File: config.mk
export PLATFORM = sky130hd
export DESIGN_NAME = paddle_controller
export DESIGN_NICKNAME = d
export VERILOG_FILES = /design/src/rtl/paddle_controller.sv
export SDC_FILE = /design/constraint.sdc
export NUM_CORES = 1
export LEC_CHECK = 0
export CAP_MARGIN = 10
export CORE_MARGIN = 1
export CORE_UTILIZATION = 55
export DETAILED_ROUTE_END_ITERATION = 7
export PLACE_DENSITY = 0.78
export SLEW_MARGIN = 20
export SYNTH_ARGS = -nofsm -noshare
export SYNTH_HDL_FRONTEND = slang
export SYNTH_SLANG_ARGS = --single-unit
File: constraint.sdc
create_clock -name clk -period 10.3 [get_ports clk]
set_input_delay 1.545 -clock clk [delete_from_list [all_inputs] [get_ports clk]]
set_output_delay 1.545 -clock clk [all_outputs]
set_load 0.1 [all_outputs]
File: src/rtl/paddle_controller.sv
// rtl/paddle_controller.sv - button-driven paddle position with per-frame acceleration ramp and wall clamping
module paddle_controller #(
  parameter int SCREEN_WIDTH = 640,
  parameter int PADDLE_WIDTH = 48,
  parameter int X_RESET      = 296,
  parameter int MAX_SPEED    = 8,
  parameter int ACCEL_FRAMES = 4
) (
  input  logic       clk,
  input  logic       nRst,
  input  logic       btn_left,
  input  logic       btn_right,
  input  logic       frame_tick,
  input  logic       freeze,
  output logic [9:0] x,
  output logic [3:0] speed,
  output logic       wall_hit
);

  localparam int XMAX = SCREEN_WIDTH - PADDLE_WIDTH;
  localparam int HW   = (ACCEL_FRAMES > 1) ? $clog2(ACCEL_FRAMES) : 1;

  typedef enum logic [1:0] {IDLE, LEFT, RIGHT} state_t;

  state_t          state;
  state_t          dir;
  logic [1:0]      left_sync;
  logic [1:0]      right_sync;
  logic [HW-1:0]   hold_cnt;
  logic [3:0]      step;
  logic [10:0]     x_ext;
  logic [10:0]     x_sum;
  logic [9:0]      x_next;
  logic            clamp_hit;

  // A pulse is only reported when the clamp actually stopped motion short of the requested step.
  always_comb begin
    dir = IDLE;
    if (!freeze) begin
      if (left_sync[1] && !right_sync[1])
        dir = LEFT;
      else if (right_sync[1] && !left_sync[1])
        dir = RIGHT;
    end

    step      = (dir == state) ? speed : 4'd1;
    x_ext     = {1'b0, x};
    x_sum     = x_ext + {7'd0, step};
    x_next    = x;
    clamp_hit = 1'b0;

    if (dir == LEFT) begin
      if (x_ext < {7'd0, step}) begin
        x_next    = 10'd0;
        clamp_hit = (x != 10'd0);
      end else begin
        x_next = x - {6'd0, step};
      end
    end else if (dir == RIGHT) begin
      if (x_sum > 11'(XMAX)) begin
        x_next    = 10'(XMAX);
        clamp_hit = (x != 10'(XMAX));
      end else begin
        x_next = x_sum[9:0];
      end
    end
  end

  always_ff @(posedge clk or negedge nRst) begin
    if (!nRst) begin
      left_sync  <= 2'b00;
      right_sync <= 2'b00;
      state      <= IDLE;
      x          <= 10'(X_RESET);
      speed      <= 4'd0;
      hold_cnt   <= '0;
      wall_hit   <= 1'b0;
    end else begin
      left_sync  <= {left_sync[0], btn_left};
      right_sync <= {right_sync[0], btn_right};
      wall_hit   <= 1'b0;

      if (frame_tick) begin
        wall_hit <= clamp_hit;
        x        <= x_next;
        if (dir == IDLE) begin
          state    <= IDLE;
          speed    <= 4'd0;
          hold_cnt <= '0;
        end else if (dir != state) begin
          state    <= dir;
          speed    <= 4'd1;
          hold_cnt <= '0;
        end else if (hold_cnt == HW'(ACCEL_FRAMES - 1)) begin
          hold_cnt <= '0;
          if (speed < 4'(MAX_SPEED))
            speed <= speed + 4'd1;
        end else begin
          hold_cnt <= hold_cnt + 1'b1;
        end
      end
    end
  end

endmodule

# --- Yosys cells after proc, flatten, opt, wreduce, memory -nomap -nowiden ---
# Cells that the tools add are included.
# Widths: inputs -> output; s select.
op_classes:
  addsub: 4
  magnitude_cmp: 3
  n_eq_ne: 6
  n_mux: 22
  reduce_logical: 13
ops:
  columns: ["operator", "n"]
  rows:
  - ["$mux 10", 4]
  - ["$mux 4", 5]
  - ["$mux 2", 8]
  - ["$add 10x4->11", 1]
  - ["$gt 11x10->1 const B", 1]
  - ["$lt 10x4->1", 1]
  - ["$ne 10x10->1 const B", 1]
  - ["$reduce_bool 10->1", 1]
  - ["$sub 10x4->10", 1]
  - ["$reduce_bool 3->1", 2]
  - ["$mux 1", 5]
  - ["$add 4x1->4 const B", 1]
  - ["$eq 2x2->1 const B", 2]
  - ["$lt 4x4->1 const B", 1]
  - ["$reduce_and 2->1", 2]
  - ["$reduce_bool 2->1", 2]
  - ["$reduce_and 3->1", 1]
  - ["$add 2x1->2 const B", 1]
  - ["$eq 2x1->1 const B", 1]
  - ["$eq 2x2->1", 1]
  - ["$logic_and 1x1->1", 2]
  - ["$logic_not 1->1", 2]
  - ["$logic_not 2->1", 1]
  - ["$ne 2x2->1", 1]
totals:
  ff_bits: 23
  in_bits: 6
  output_inout_bits: 15
  elab_cells: 55

# --- Logic depth before layout (Yosys ltp) ---
# Gate-level depths: netlist of the first run.
depth:
  ltp_word: 13
  depth_mapped: 16
  mapped_depth_nobuf: 14

# --- Worst setup path after synthesis of the first run ---
# No wires, ideal clock.
synth_timing:
  kind: "input port to flip-flop"
  start: "input port freeze"
  end: "register x[8]"
  setup_time_ns: 0.092
  arrival_ns: 4.654
  required_ns: 10.208
  path_slack_ns: 5.555
  stages: 14
  n_path_buf: 1
  cell_sequence: "or3b_2 inv_1 xnor2_1 and2_1 clkbuf_1 nand2b_1 ha_1 fa_1 nand2b_1 a21oi_1 a2111oi_2 nor2_1 a22o_4 o311ai_4"
synth_via:
  elab_chain_len: 8
  word_cells_on_any_way: 15
  cone_classes: "add/sub (2); order compare (2); eq/ne (3); mux (6); reduce/logical (2)"
synth_lines:
  columns: ["element", "line_no", "rtl"]
  rows:
  - ["from (decl)", "14", "input logic freeze,"]
  - ["$mux 2 (*)", "39", "if (!freeze) begin"]
  - ["$eq 2x2->1", "46", "step = (dir == state) ? speed : 4'd1;"]
  - ["$mux 4", "46", null]
  - ["$add 10x4->11", "48", "x_sum = x_ext + {7'd0, step};"]
  - ["$gt 11x10->1", "60", "if (x_sum > 11'(XMAX)) begin"]
  - ["$mux 10", "60", null]
  - ["$mux 10", "59", "end else if (dir == RIGHT) begin"]
  - ["$mux 10", "52", "if (dir == LEFT) begin"]
  - ["to (signal assigned)", "74", "x <= 10'(X_RESET);"]
  - ["to (signal assigned)", "85", "x <= x_next;"]
  - ["to (decl)", "15", "output logic [9:0] x,"]
# Every way passes the cells marked *; elsewhere a longest branch is shown, timed or not. The select of a mux whose other input is x is not followed.
# A chain may end at the register's enable or synchronous reset.

# --- Worst setup path in the final report of the first run ---
layout_timing:
  start: "input port freeze"
  end: "register x[2]"
# Same word-level chain as after synthesis.

==> results of run 1 <==
state kept, by name (all words and copies together), names as in the netlist:
register and cells:
wall_hit 1, state 2, x 10, speed 4, hold_cnt 2, right_sync 2, left_sync 2
metal layers:
layer	vias to the layer above	routed length, µm	GRT usage	share of wire
met5	-	0	0	0
met4	0	31	0.0390	0.0068
met3	4	303	0.0384	0.067
met2	85	2100	0.441	0.46
met1	816	2110	0.380	0.46
li1	839	-	-	-
report_power, final:
| part | leakage (nW) | internal [mW] | total [mW] | switching, mW |
|---|---|---|---|---|
| Combinational | 0.547 | 0.0850 | 0.280 | 0.195 |
| Clock | 0.0150 | 0.0151 | 0.0431 | 0.0280 |
| Sequential | 0.287 | 0.106 | 0.141 | 0.0347 |
| Total | 0.849 | 0.206 | 0.463 | 0.257 |
worst max-delay path, stage by stage:
cell and delay, ps:
clkdlybuf4s50_1 420, or3b_2 520, inv_1 120, xnor2_1 110, and2_1 300, nand2b_1 140
ha_1 240, fa_1 420, nand2b_1 160, a21oi_1 100, a2111oi_2 560, nor2_1 130
a22o_4 310, o31ai_1 280
area by class of cell:
type,count,share of cell area
Clock buffer,4,0.0124
Inverter,14,0.0248
Multi-Input combinational cell,174,0.571
Sequential cell,23,0.274
Tap cell,44,0.0260
Timing Repair Buffer,20,0.0923
cell families (layout without fill, tap and decap cells):
| logic type | after synthesis | after routing | synth area share |
|---|---|---|---|
| AOI/OAI and AO/OA | 68 | 68 | 0.259 |
| xor gates and xnor gates | 7 | 7 | 0.0323 |
| muxes | 3 | 3 | 0.0171 |
| buffers and inverters | 26 | 38 | 0.0580 |
| DFF | 23 | 23 | 0.305 |
| and+or+nand+nor | 81 | 81 | 0.222 |
| adders and majority gates | 15 | 15 | 0.107 |
how the worst max path moves through the flow:
stage,startpoint,to,cells after the start
CTS,freeze,x[2],14
global route,freeze,x[2],14
finish,freeze,x[2],14
detailed placement,freeze,x[2],14
global placement,freeze,x[2],14
floorplan,freeze,x[8],14
layout by cell type (no fill, tap or decap), drive strengths merged, types with 5 or more instances in the layout:
cell / Yosys / layout
a21oi: 13 / 13
a31oi: 6 / 6
clkdlybuf4s50: 0 / 19
dfrtp: 20 / 20
ha: 13 / 13
inv: 14 / 14
nand2: 22 / 22
nand2b: 5 / 5
nand3: 8 / 8
nor2: 13 / 13
nor3: 7 / 7
o21ai: 17 / 17
xnor2: 6 / 6
metrics by stage:
stage	utilization	hold WS (ps)	power, mW	worst slack (ps)	std cells
6_report	0.671	367	0.463	5160	279
5_1_grt	0.671	374	0.490	4810	279
4_1_cts	0.673	370	0.463	5190	279
3_5_place_dp	0.664	349	0.417	4880	275
3_3_place_gp	0.664	333	0.412	5020	275
2_1_floorplan	-	331	0.354	5550	223
==> results_dict.tcl, run 1 <==
set metrics [dict create \
    finalCritPeriodShare 0.499 \
    crit_path_max_fanout 8 \
    ctsHoldBuffers 0 \
    detailed_place_hpwl_mm 3.37 \
    min_from "right_sync[0]" \
    die_width_um 60.7 \
    drc_errors 0 \
    globalplace.congestion 0.893 \
    yosys_warnings 0 \
    grt_pass1_wl_mm 7.40 \
    path_class "input pin to flip-flop" \
    setup_tns_ps 0 \
    required_ps 10510 \
    coreArea_um2 3150 \
    synth_fp_nets 244 \
    multi_input_area_um2 1210 \
    fin_worst_skew_ps 8.10 \
    setup.worst_path.start_class "input pin" \
    fmax_mhz 195 \
    routed_wl_mm 4.54 \
    area_growth_pct 11.5 \
    placementRows 20 \
    boundaryPins 21 \
    drt-pass1-iter-count 4 \
    port_buffers 20 \
    power.density_nw_per_um2 219 \
    start_util 0.602 \
    post_cts_buffers 0 \
    drt_iter0_drc 120 \
    synth_seq_area_share 0.305 \
    synth_top_area_cell "dfrtp_1" \
    grt_pass1_vias 1556 \
    vias 1744 \
    p_leak_nw 0.849 \
    wl_per_cell_um 16.3 \
    ys_ff_latch 23 \
    slew_headroom 0.346 \
    drive_above_1_share 0.0766 \
    vias_per_cell 6.25 \
    die-area_um2 3690 \
    netlist_top_cells_area "dfrtp_1, ha_1, nand2_1, dfstp_2, o21ai_0" \
    ir_worst_vdd_mv 0.211 \
    h-tree-depth 1 \
    ys.flop_type "dfrtp_1" \
    synth_top_cell_area_share 0.264 \
    synth_edf_count 0 \
    antenna_found_initial 0 \
    min_delay_worst_endpoint "right_sync[1]" \
    root_buffer "clkbuf_4" \
    hold_depth 0 \
    die_y_um 60.7 \
    rsz0062_at_grt "false" \
    finalMaxSlewViolations 0 \
    hold_violations 0 \
    gr-usage-all-layers 0.267 \
    cts_resized 0 \
    maxCapViolations 0 \
    synthArstFlopShare 1.00 \
    cts_made_buffers 3 \
    ff_latch_area_um2 579 \
    fillers 277 \
    n_antenna_cell 0 \
    overflow 0 \
    reg2reg_setup_slack_ps 6430 \
    grt_max_degree 24 \
    clkTransAtPathRegs_ps 130 \
    setup_violations 0 \
    reg2reg_to "x[2]" \
    syn_area_um2 1900 \
    fin_crit_ps 5140 \
    worstSetupEndpointType "flip-flop" \
    cts_tree "yes" \
    ctsLongestPathBuffers 2 \
    netlist_instances 223 \
    hold_path_class "flip-flop to flip-flop" \
    antenna_left 0 \
    nNetsFinal 257 \
    yosys-top-cells-count "nand2_1, dfrtp_1, inv_1, o21ai_0" \
    r2r_start "left_sync[1]" \
    ys_types 58 \
    synth.most_common_cell "nand2_1" \
    cts_sinks 23 \
    run_status "complete, no violations" \
    avgSynthCellArea_um2 8.51 \
    dpl_cell_area_um2 2090 \
    tightest_slew_ps 979 \
    fin_area_um2 2120 \
    reg2reg_depth 13 \
    arrival_ps 5350 \
    insertion_delay_ps 310 \
]
Note: power is estimated with default switching activity, not from simulation.
==> run 2: changes to the inputs <==
CORE_UTILIZATION = 51   (was 55)
PLACE_DENSITY = 0.76   (was 0.78)
clock period = 4.5 ns   (was 10.3 ns; I/O delays follow)
==> run 2 against run 1 <==
Compared with the run above:
- first-iteration DRC count decreased by 19%
- register-to-register slack got worse by 5600 ps
- critical path depth unchanged
==> results_dict.tcl, run 2 (same netlist as run 1, synthesis figures left out) <==
set metrics [dict create \
    run_status "complete, no violations" \
    drt_iter0_drc 97 \
    cts_resized 0 \
    fin_worst_skew_ps 3.91 \
    die-area_um2 3970 \
    hold_depth 0 \
    boundaryPins 21 \
    max_flop_register "x" \
    insertion_delay_ps 260 \
    cts_made_buffers 3 \
    wl_per_cell_um 15.5 \
    path_class "input pin to flip-flop" \
    globalplace.congestion 0.868 \
    placementRows 21 \
    cts_tree "yes" \
    vias 1730 \
    drc_errors 0 \
    setup_tns_ps 0 \
    post_cts_buffers 0 \
    hold_violations 0 \
    drive_above_1_share 0.0882 \
    die_width_um 63.0 \
    setup_violations 0 \
    hold_path_class "flip-flop to flip-flop" \
    grt_pass1_vias 1640 \
    port_buffers 20 \
    ctsHoldBuffers 0 \
    crit_path_cell_trace "clkdlybuf4s50_1 > or3b_2 > inv_1 > xnor2_1 > and2_1 > nand2b_1 > ha_1 > fa_1 > nand2b_1 > a21oi_1 > a2111oi_2 > nor2_1 > a22o_4 > o31ai_1" \
    largest_reg_flops 10 \
    crit_path_max_fanout 5 \
    mostFrequentLayoutCells "nand2_1, dfrtp_1, clkdlybuf4s50_1, inv_1, o21ai_0" \
    antenna_found_initial 0 \
    required_ps 4670 \
    grt_use_met3 0.0438 \
    arrival_ps 4330 \
    top_regs "x x10, speed x4" \
    area_growth_pct 13.9 \
    path_delay_family "compound AO/OA/AOI/OAI gates" \
    h-tree-depth 1 \
    gr-usage-all-layers 0.238 \
    finalCritPeriodShare 0.925 \
    use_met1 0.321 \
    grt_max_degree 24 \
    busiest_layer "met2" \
    finalMaxSlewViolations 0 \
    drt-pass1-iter-count 4 \
    grt_pass1_wl_mm 7.58 \
    cts_sinks 23 \
    p_leak_nw 0.871 \
    ctsLongestPathBuffers 2 \
    slowest_delay_ps 530 \
    root_buffer "clkbuf_8" \
    detailed_place_hpwl_mm 3.27 \
    reg2reg_depth 13 \
    coreArea_um2 3440 \
    dpl_cell_area_um2 2120 \
    setup.worst_path.start_class "input pin" \
    start_util 0.551 \
    die_y_um 63.0 \
    use_met2 0.378 \
    fin_area_um2 2160 \
    critPathSlowestCell "or3b_2" \
    maxCapViolations 0 \
    fin_crit_ps 4160 \
    slew_headroom 0.349 \
    antenna_left 0 \
    clkTransAtPathRegs_ps 80 \
    reg2reg_setup_slack_ps 820 \
    path_buf_inv 2 \
    cp_num_cells 14 \
    fmax_mhz 240 \
    ir_worst_vdd_mv 0.540 \
    worstSetupEndpointType "flip-flop" \
    overflow 0 \
    nNetsFinal 260 \
    routed_wl_mm 4.39 \
    power.density_nw_per_um2 504 \
    rsz0062_at_grt "false" \
    vias_per_cell 6.09 \
    tightest_slew_ps 974 \
    cpMostUsedCell "nand2b_1" \
    n_antenna_cell 0 \
    final_common_cell "nand2_1" \
]
run 2: changes by cell type in the layout (fill, tap and decap cells not counted), sizes merged:
cell  before  now
buf        1    4
run 2: stage by stage:
stage	total power, mW	hold slack (ps)	utilization	cells	worst slack [ps]
finish	1.09	362	0.627	284	339
global route	1.16	377	0.627	284	101
CTS	1.09	366	0.629	284	357
detailed placement	0.955	346	0.616	280	83.8
global placement	0.953	336	0.616	280	160
floorplan	0.811	331	-	223	625
run 2: per-layer routing:
metal / vias to the layer above / part of all wire
met5: - / 0
met4: 0 / 0.015
met3: 8 / 0.063
met2: 63 / 0.47
met1: 813 / 0.45
li1: 846 / -
run 2: layout make-up:
class | instances | area, µm²
repair buffers | 23 | 218
well taps | 46 | 57.6
multi-input cells | 174 | 1210
flip-flops and latches | 23 | 579
clock buffers | 4 | 45.0
fillers | 306 | 1280
inverters | 14 | 52.6
run 2: worst reg2reg max path: cells and delay by family (launching register included):
family          cells  cell delay (ps)
fa+ha+maj           2              640
buf+inv             1              120
xor+xnor            1              110
simple gates        5             1130
compound gates      4             1200
flops               1              380
run 2: final timing paths:
path	from	endpoint
max reg2reg	left_sync[1]	x[2]
min in group asynchronous	nRst	x[7]
max	freeze	x[2]
min reg2reg	right_sync[0]	right_sync[1]
min	right_sync[0]	right_sync[1]
max in group asynchronous	nRst	x[5]
run 2: power by group:
| part | switching [mW] | leakage [nW] | internal [mW] |
|---|---|---|---|
| Clock | 0.0643 | 0.0228 | 0.0632 |
| Sequential | 0.0777 | 0.287 | 0.243 |
| Combinational | 0.442 | 0.561 | 0.199 |
==> run 3: changes to the inputs <==
SLEW_MARGIN = not set   (was 20)
clock period = 3.8 ns   (was 4.5 ns; I/O delays follow)
==> run 3 against run 2 <==
Compared with the run above:
- sequential share of layout area fell by 2.9 points
- via count rose by 5.0%
- routed wire length rose by 11%
- global-route usage up 2.0 points
- register-to-register slack worse by 350 ps
- utilization grew 7.6 points
- worst setup slack lost 250 ps
- design area rose by 12%
- sequential power up 19%
- clock skew rose by 0.67 ps
==> results_dict.tcl, run 3 (same netlist as run 1, synthesis figures left out) <==
set metrics [dict create \
    vias 1817 \
    reg2reg_depth 13 \
    crit_path_max_fanout 5 \
    overflow 0 \
    required_ps 3980 \
    slowest_delay_ps 440 \
    setup_violations 0 \
    grt_use_met3 0.0456 \
    fmax_mhz 269 \
    gr-usage-all-layers 0.258 \
    crit_path_cell_trace "clkdlybuf4s50_1 > or3b_4 > inv_2 > xnor2_1 > and2_4 > nand2b_1 > ha_2 > buf_4 > nor3b_2 > o31a_1 > or3_1 > a211o_1 > a22o_4 > o311ai_4" \
    dpl_cell_area_um2 2310 \
    setup.worst_path.start_class "input pin" \
    wl_per_cell_um 15.6 \
    die-area_um2 3970 \
    use_met2 0.398 \
    ir_worst_vdd_mv 0.783 \
    crit_path_end "x[8]" \
    grt_pass1_wl_mm 7.95 \
    worstSetupEndpointType "flip-flop" \
    fin_area_um2 2420 \
    fin_worst_skew_ps 4.58 \
    ff_latch_area_um2 579 \
    grt_pass1_vias 1608 \
    use_met1 0.372 \
    clkTransAtPathRegs_ps 80 \
    antenna_left 0 \
    drt_iter0_drc 180 \
    globalplace.congestion 0.859 \
    reg2reg_setup_slack_ps 470 \
    drt-pass1-iter-count 4 \
    drive_above_1_share 0.215 \
    place_inst 305 \
    arrival_ps 3900 \
    pre_cts_ws_ps -433 \
    placementRows 21 \
    power.density_nw_per_um2 575 \
    reg2reg_to "x[8]" \
    slew_headroom 0.306 \
    path_class "input pin to flip-flop" \
    hold_violations 0 \
    final_common_cell "buf_4" \
    max_flop_register "x" \
    busiest_layer "met2" \
    multi_input_area_um2 1260 \
    n_antenna_cell 0 \
    drc_errors 0 \
    ctsLongestPathBuffers 2 \
    ctsHoldBuffers 0 \
    cts_made_buffers 3 \
    insertion_delay_ps 270 \
    critPathSlowestCell "clkdlybuf4s50_1" \
    coreArea_um2 3440 \
    die_width_um 63.0 \
    start_util 0.551 \
    r2r_start "left_sync[1]" \
    whs_ps 364 \
    crit_path_start "freeze" \
    grt_max_degree 24 \
    nNetsFinal 287 \
    final_cells 311 \
    cts_tree "yes" \
    mostFrequentLayoutCells "buf_4, nand2_1, dfrtp_1, clkdlybuf4s50_1, o21ai_0" \
    tightest_slew_ps 1040 \
    boundaryPins 21 \
    fin_crit_ps 3710 \
    setup_ws_ps 87.3 \
    maxCapViolations 0 \
    routed_wl_mm 4.85 \
    root_buffer "clkbuf_8" \
    h-tree-depth 1 \
    setup_tns_ps 0 \
    cts_sinks 23 \
    vias_per_cell 5.84 \
    top_regs "x x10, speed x4" \
    hold_path_class "flip-flop to flip-flop" \
    detailed_place_hpwl_mm 3.54 \
    area_growth_pct 27.6 \
    finalMaxSlewViolations 0 \
    run_status "complete, no violations" \
    die_y_um 63.0 \
    antenna_found_initial 0 \
    largest_reg_flops 10 \
    port_buffers 20 \
    finalCritPeriodShare 0.977 \
    p_leak_nw 1.00 \
    fillers 274 \
]
[run 3: changes by cell type in the layout (fill, tap and decap cells not counted), sizes merged]
cell           change
clkdlybuf4s50      +1
buf               +26
clkbuf             -1
clkinv             +1
[run 3: per-layer routing]
metal	share of wire	vias up
met4	0.014	0
met5	0	-
met2	0.47	55
li1	-	900
met3	0.056	6
met1	0.46	856
[run 3: what timing repair did]
action | in CTS | in global routing
buffers inserted | 1 | 1
setup endpoints to repair | 10 | 10
pin swaps | 1 | 4
cloned | 0 | 0
resized for setup | 7 | 6
[run 3: where the power goes]
part | switching [mW] | internal [mW] | total, mW
sequential | 0.0952 | 0.287 | 0.383
clock | 0.0835 | 0.0734 | 0.157
combinational | 0.550 | 0.303 | 0.853
total | 0.728 | 0.664 | 1.39
[run 3: how the worst min path moves through the flow]
stage | from | endpoint | slack, ps | cells past startpoint
after global routing | right_sync[0] | right_sync[1] | 380 | 0
final | right_sync[0] | right_sync[1] | 360 | 0
after detailed placement | right_sync[0] | right_sync[1] | 350 | 0
after floorplan | nRst | hold_cnt[0] | 270 | 0
after global placement | right_sync[0] | right_sync[1] | 330 | 0
after CTS | right_sync[0] | right_sync[1] | 370 | 0
[run 3: area by class of cell]
type	instances	share of cell area
clock inverter	1	0.00207
multi-input combinational	174	0.520
inverter	14	0.0217
timing repair buffer	50	0.176
sequential	23	0.239
clock buffer	3	0.0171
tap	46	0.0238
[run 3: through the flow]
stage / utilization / power [mW]
detailed placement: 0.670 / 1.20
CTS: 0.692 / 1.37
global placement: 0.670 / 1.19
finish: 0.703 / 1.39
global route: 0.703 / 1.47
floorplan: - / 0.960
[run 3: critical path: cells and delay by family]
family | cells | cell delay [ps]
AO/OA/AOI/OAI | 4 | 1140
XOR/XNOR | 1 | 110
adder cells (fa/ha/maj) | 1 | 200
buffers and inverters | 3 | 660
AND/OR/NAND/NOR | 5 | 1210
